===== config.mk =====
export PLATFORM = sky130hd
export DESIGN_NAME = fft_512_unloader
export DESIGN_NICKNAME = d
export VERILOG_FILES = /design/src/rtl/fft_pkg.sv /design/src/rtl/fft_sample_fifo.sv /design/src/rtl/fft_512_unloader.sv
export SDC_FILE = /design/constraint.sdc
export NUM_CORES = 1
export LEC_CHECK = 0
export ABC_AREA = 1
export BUFFER_PORTS_ARGS = -buffer_cell sky130_fd_sc_hd__buf_2
export CORE_UTILIZATION = 54
export CTS_CLUSTER_SIZE = 30
export DETAILED_ROUTE_END_ITERATION = 6
export PLACE_DENSITY = 0.82
export SLEW_MARGIN = 30
export SYNTH_ARGS = -nofsm -noshare
export SYNTH_HDL_FRONTEND = slang
export SYNTH_HIERARCHICAL = 1
export SYNTH_SLANG_ARGS = --single-unit
export TNS_END_PERCENT = 1

===== constraint.sdc =====
create_clock -name clk -period 3.7 [get_ports clk]
set_input_delay 0.37 -clock clk [delete_from_list [all_inputs] [get_ports clk]]
set_output_delay 0.37 -clock clk [all_outputs]
set_load 0.01 [all_outputs]

===== src/rtl/fft_pkg.sv =====
// Shared constants, sample record and bit-reversal helper for the 512-point FFT
// core and its unloader.
package fft_pkg;

    localparam int N      = 512;
    localparam int LOG2N  = 9;
    localparam int DATA_W = 16;

    typedef struct packed {
        logic signed [DATA_W-1:0] re;
        logic signed [DATA_W-1:0] im;
        logic [LOG2N-1:0]         index;
    } sample_t;

    typedef enum logic [1:0] {
        S_IDLE,
        S_ISSUE,
        S_DRAIN
    } unload_state_t;

    function automatic logic [LOG2N-1:0] bitrev(input logic [LOG2N-1:0] k);
        logic [LOG2N-1:0] r;
        for (int i = 0; i < LOG2N; i++) begin
            r[i] = k[LOG2N-1-i];
        end
        return r;
    endfunction

endpackage


===== src/rtl/fft_sample_fifo.sv =====
// Small register FIFO of sample records; head entry is presented combinationally.
module fft_sample_fifo
    import fft_pkg::*;
#(
    parameter int DEPTH = 4,
    parameter int CW    = $clog2(DEPTH + 1)
) (
    input  logic          clk,
    input  logic          reset,
    input  logic          push,
    input  sample_t       push_data,
    input  logic          pop,
    output sample_t       pop_data,
    output logic [CW-1:0] count,
    output logic          empty,
    output logic          full
);

    localparam int PW = (DEPTH > 1) ? $clog2(DEPTH) : 1;

    sample_t         mem [DEPTH];
    logic [PW-1:0]   wr_ptr;
    logic [PW-1:0]   rd_ptr;

    function automatic logic [PW-1:0] ptr_inc(input logic [PW-1:0] p);
        return (p == PW'(DEPTH - 1)) ? '0 : p + 1'b1;
    endfunction

    // Entries are cleared on reset so an idle output bus reads as zero.
    always_ff @(posedge clk) begin
        if (reset) begin
            wr_ptr <= '0;
            rd_ptr <= '0;
            count  <= '0;
            for (int i = 0; i < DEPTH; i++) begin
                mem[i] <= '0;
            end
        end else begin
            if (push) begin
                mem[wr_ptr] <= push_data;
                wr_ptr      <= ptr_inc(wr_ptr);
            end
            if (pop) begin
                rd_ptr <= ptr_inc(rd_ptr);
            end
            count <= count + CW'(push) - CW'(pop);
        end
    end

    assign pop_data = mem[rd_ptr];
    assign empty    = (count == '0);
    assign full     = (count == CW'(DEPTH));

endmodule


===== src/rtl/fft_512_unloader.sv =====
// Reads the FFT core's bit-reversed result RAM and streams the bins out in
// natural order over a valid/ready interface.
module fft_512_unloader
    import fft_pkg::*;
#(
    parameter int OUT_SHIFT = 0,
    parameter int BUF_DEPTH = 4
) (
    input  logic                     clk,
    input  logic                     reset,
    input  logic                     start,
    output logic                     rd_en,
    output logic [LOG2N-1:0]         rd_addr,
    input  logic signed [DATA_W-1:0] rd_re,
    input  logic signed [DATA_W-1:0] rd_im,
    output logic                     out_valid,
    input  logic                     out_ready,
    output logic signed [DATA_W-1:0] out_re,
    output logic signed [DATA_W-1:0] out_im,
    output logic [LOG2N-1:0]         out_index,
    output logic                     out_last,
    output logic                     busy,
    output logic                     done,
    output logic                     err_overlap
);

    localparam int CW = $clog2(BUF_DEPTH + 1);

    unload_state_t    state, next_state;
    logic [LOG2N-1:0] k;
    logic [LOG2N-1:0] k_d;
    logic             inflight;
    logic             start_q;
    logic             start_edge;
    logic             credit_ok;
    logic             pop;
    sample_t          push_data;
    sample_t          head;
    logic [CW-1:0]    count;
    logic             empty;
    logic             full;

    assign start_edge = start & ~start_q;
    // A read may issue only if its data is guaranteed a buffer slot on return.
    assign credit_ok  = !full && ((int'(count) + int'(inflight)) < BUF_DEPTH);

    always_comb begin
        next_state = state;
        rd_en      = 1'b0;
        done       = 1'b0;
        busy       = (state != S_IDLE);
        case (state)
            S_IDLE: begin
                if (start_edge) next_state = S_ISSUE;
            end
            S_ISSUE: begin
                if (credit_ok) begin
                    rd_en = 1'b1;
                    if (k == LOG2N'(N - 1)) next_state = S_DRAIN;
                end
            end
            S_DRAIN: begin
                if (!inflight && empty) begin
                    done       = 1'b1;
                    busy       = 1'b0;
                    next_state = start_edge ? S_ISSUE : S_IDLE;
                end
            end
            default: next_state = S_IDLE;
        endcase
        err_overlap = start_edge && busy;
    end

    always_ff @(posedge clk) begin
        if (reset) begin
            state    <= S_IDLE;
            k        <= '0;
            k_d      <= '0;
            inflight <= 1'b0;
            start_q  <= 1'b0;
        end else begin
            state    <= next_state;
            start_q  <= start;
            inflight <= rd_en;
            if (rd_en) k_d <= k;
            if (state != S_ISSUE && next_state == S_ISSUE) begin
                k <= '0;
            end else if (rd_en) begin
                k <= k + 1'b1;
            end
        end
    end

    assign rd_addr = bitrev(k);

    always_comb begin
        push_data       = '0;
        push_data.re    = rd_re >>> OUT_SHIFT;
        push_data.im    = rd_im >>> OUT_SHIFT;
        push_data.index = k_d;
    end

    fft_sample_fifo #(
        .DEPTH (BUF_DEPTH),
        .CW    (CW)
    ) u_fifo (
        .clk       (clk),
        .reset     (reset),
        .push      (inflight),
        .push_data (push_data),
        .pop       (pop),
        .pop_data  (head),
        .count     (count),
        .empty     (empty),
        .full      (full)
    );

    assign out_valid = !empty;
    assign pop       = out_valid && out_ready;
    assign out_re    = head.re;
    assign out_im    = head.im;
    assign out_index = head.index;
    assign out_last  = out_valid && (head.index == LOG2N'(N - 1));

endmodule


==> results_dict.tcl <==
set metrics [dict create \
    wl_per_cell_um 14.65 \
    cp.arrival_ns 2.26 \
    cts_buffers 17 \
    rsz0062_at_grt "false" \
    syn-num-nets 941 \
    worst_slack_ns 1.067 \
    setup.worst_path.class "reg -> out" \
    totalWireLength_um 17550 \
    clkPwrFrac_pct 33.4 \
    drc 0 \
    p_int_mw 4.353 \
    dp_cells 1167 \
    pin_count 92 \
    antenna_left 0 \
    grt_overflow_total 0 \
    start_util_pct 55.39 \
    antenna_found_initial 0 \
    post_cts_resized 0 \
    insertion_delay_ns 0.43 \
    place_area_sq_mm 0.009306 \
    swShare_pct 29.60 \
    grt_pass1_wl_um 28260 \
    critPathRequiredTime_ns 3.33 \
    die_area_sq_mm 0.01681 \
    avgSynthCellArea_sq_um 9.798 \
    yosysSeqAreaShare_pct 63.03 \
    synthCells 898 \
    grt_use_met3_pct 4.294 \
    cts-root-buf "clkbuf_16" \
    clkSlewWorstSetupHoldPaths_ns 0.06 \
    fin_crit_ns 2.633 \
    status "completed" \
    busiest_layer "met2" \
    worst_pin_slew_ns 0.6567 \
    power_leakage_nw 4.196 \
    whs_ns 0.1797 \
    io_buffers 91 \
    layout.nets 1013 \
    met1_usage_pct 27.05 \
    peakVddDrop_mv 0.3689 \
    ctsHoldBuffers 0 \
    design_area_sq_mm 0.009975 \
    antenna_cells 0 \
    drv_cap 0 \
    netlist_area_sq_mm 0.008798 \
    die_w_um 129.6 \
    postCtsSetupBuffers 0 \
    preCtsSetupSlack_ns 0.9392 \
    endpoint_kind "primary output" \
    grt_use_met2_pct 39.64 \
    fillCellCount 1239 \
    cts_tree "done" \
    hpwl_um 11060 \
    grt_usage_pct 22.26 \
    worstPathMaxFanout 58 \
    drive_gt1_share_pct 15.07 \
    power.density_mw_per_mm2 619.9 \
    hold_violations 0 \
    yosysWarnings 6 \
    num_vias 6167 \
    net-switching-power_mw 1.830 \
    gp_congestion 0.7912 \
    fp-row-count 46 \
    slew_viol_final 0 \
    cts_max_level 4 \
    core_sq_mm 0.01589 \
    grt_max_degree 59 \
    first_iter_violations 503 \
    viasPerCell 5.148 \
    die-height_um 129.6 \
    finalSetupTns_ns 0 \
    critPathLaunchType "flip-flop" \
    grt_pass1_vias 5941 \
    synth.distinct_cells 33 \
    drtPass1Iterations 5 \
    finClkSkew_ns 0.004012 \
    slew_headroom_pct 56.12 \
    cts_buffer_depth 2 \
    period_share_pct 71.15 \
    hold_class "in -> reg" \
    finalSetupViolCount 0 \
    pwr-share-comb_pct 23.4 \
    area_growth_pct 13.37 \
    ys_seq_elements 195 \
    total_power_mw 6.183 \
    p_seq_share_pct 43.2 \
    stdcell_count 1198 \
    post-route-util_pct 62.79 \
    clock.fmax_mhz 379.9 \
    cts_sinks 195 \
]
cells in the mapped netlist, drive strengths merged:
cell / count / area (sq um)
nand3: 11 / 72.57
o21ai: 48 / 240.2
nor3b: 1 / 7.510
ha: 6 / 75.07
xnor2: 1 / 8.760
nor3: 5 / 25.02
fa: 1 / 20.02
clkbuf: 13 / 48.80
or2: 1 / 6.260
nor2: 186 / 724.4
nand2: 141 / 556.8
edfxtp: 164 / 4925
buf: 34 / 261.5
a21oi: 63 / 319.1
xor2: 1 / 8.760
inv: 148 / 558.0
nand4: 2 / 12.51
dfxtp: 31 / 620.6
o211ai: 41 / 307.8
path summary, 6_finish.rpt:
path,endpoint,slack [ns],depth (start not counted),startpoint
worst max-delay path,out_re[15],1.07,5,flip-flop
worst min-delay path,start_q,0.18,3,start
worst max register to register,u_fifo/mem[1][5],1.16,5,inflight
worst min register to register,k_d[3],0.48,2,k_d[3]
routing by layer:
| metal | wire length [um] | share of wire (%) | up-vias |
|---|---|---|---|
| met4 | 333 | 1.9 | 0 |
| met5 | 0 | 0 | - |
| li1 | - | - | 3052 |
| met3 | 887 | 5.1 | 23 |
| met1 | 7187 | 41 | 2905 |
| met2 | 9142 | 52 | 187 |
cell usage in the layout, fill, tap and decap left out, drive strengths merged, types with 2 or more instances in the layout:
master | synthesis | routed
nor2 | 186 | 186
edfxtp | 164 | 164
inv | 148 | 148
nand2 | 141 | 141
buf | 34 | 100
a21oi | 63 | 63
o21ai | 48 | 48
o211ai | 41 | 41
dfxtp | 31 | 31
clkbuf | 13 | 19
nand3 | 11 | 11
bufinv | 0 | 7
ha | 6 | 6
nor3 | 5 | 5
clkinv | 0 | 4
nand4 | 2 | 2
cells by family after synthesis:
| family | share of synthesized area, % |
|---|---|
| and+or+nand+nor | 15.97 |
| buffers and inverters | 9.869 |
| DFF | 63.03 |
| AOI/OAI and AO/OA | 9.855 |
| adders and majority gates | 1.081 |
| xor gates and xnor gates | 0.1991 |
worst max-delay path: stages (launching register included):
cell,delay (ns)
dfxtp_4,0.69
buf_4,0.56
a21oi_1,0.16
o21ai_0,0.18
nand2_1,0.08
buf_2,0.15
area by class of cell:
| class | count | area [sq um] | area share (%) |
|---|---|---|---|
| multi-input cells | 508 | 2405 | 24.11 |
| flip-flops and latches | 195 | 5550 | 55.64 |
| clock inverters | 12 | 235.2 | 2.358 |
| repair buffers | 100 | 523.0 | 5.243 |
| well taps | 216 | 270.3 | 2.709 |
| clock buffers | 19 | 432.9 | 4.340 |
| inverters | 148 | 558.0 | 5.595 |
state kept, by name, indices dropped and copies added, names as in the netlist, named ones only:
register and cells:
state 2, k_d 9, u_fifo/rd_ptr 2, u_fifo/wr_ptr 2
start_q 1, u_fifo/mem 164, u_fifo/count 3, inflight 1
k 9
power by group through the flow:
stage | clock [mW] | sequential [mW] | combinational, mW
after detailed placement | 0 | 2.72 | 1.45
final | 2.07 | 2.67 | 1.45
after global placement | 0 | 2.71 | 1.41
after global routing | 2.18 | 2.69 | 1.62
after CTS | 2.08 | 2.67 | 1.46
after floorplan | 0 | 2.62 | 1.05
(Power assumes the default switching activity.)
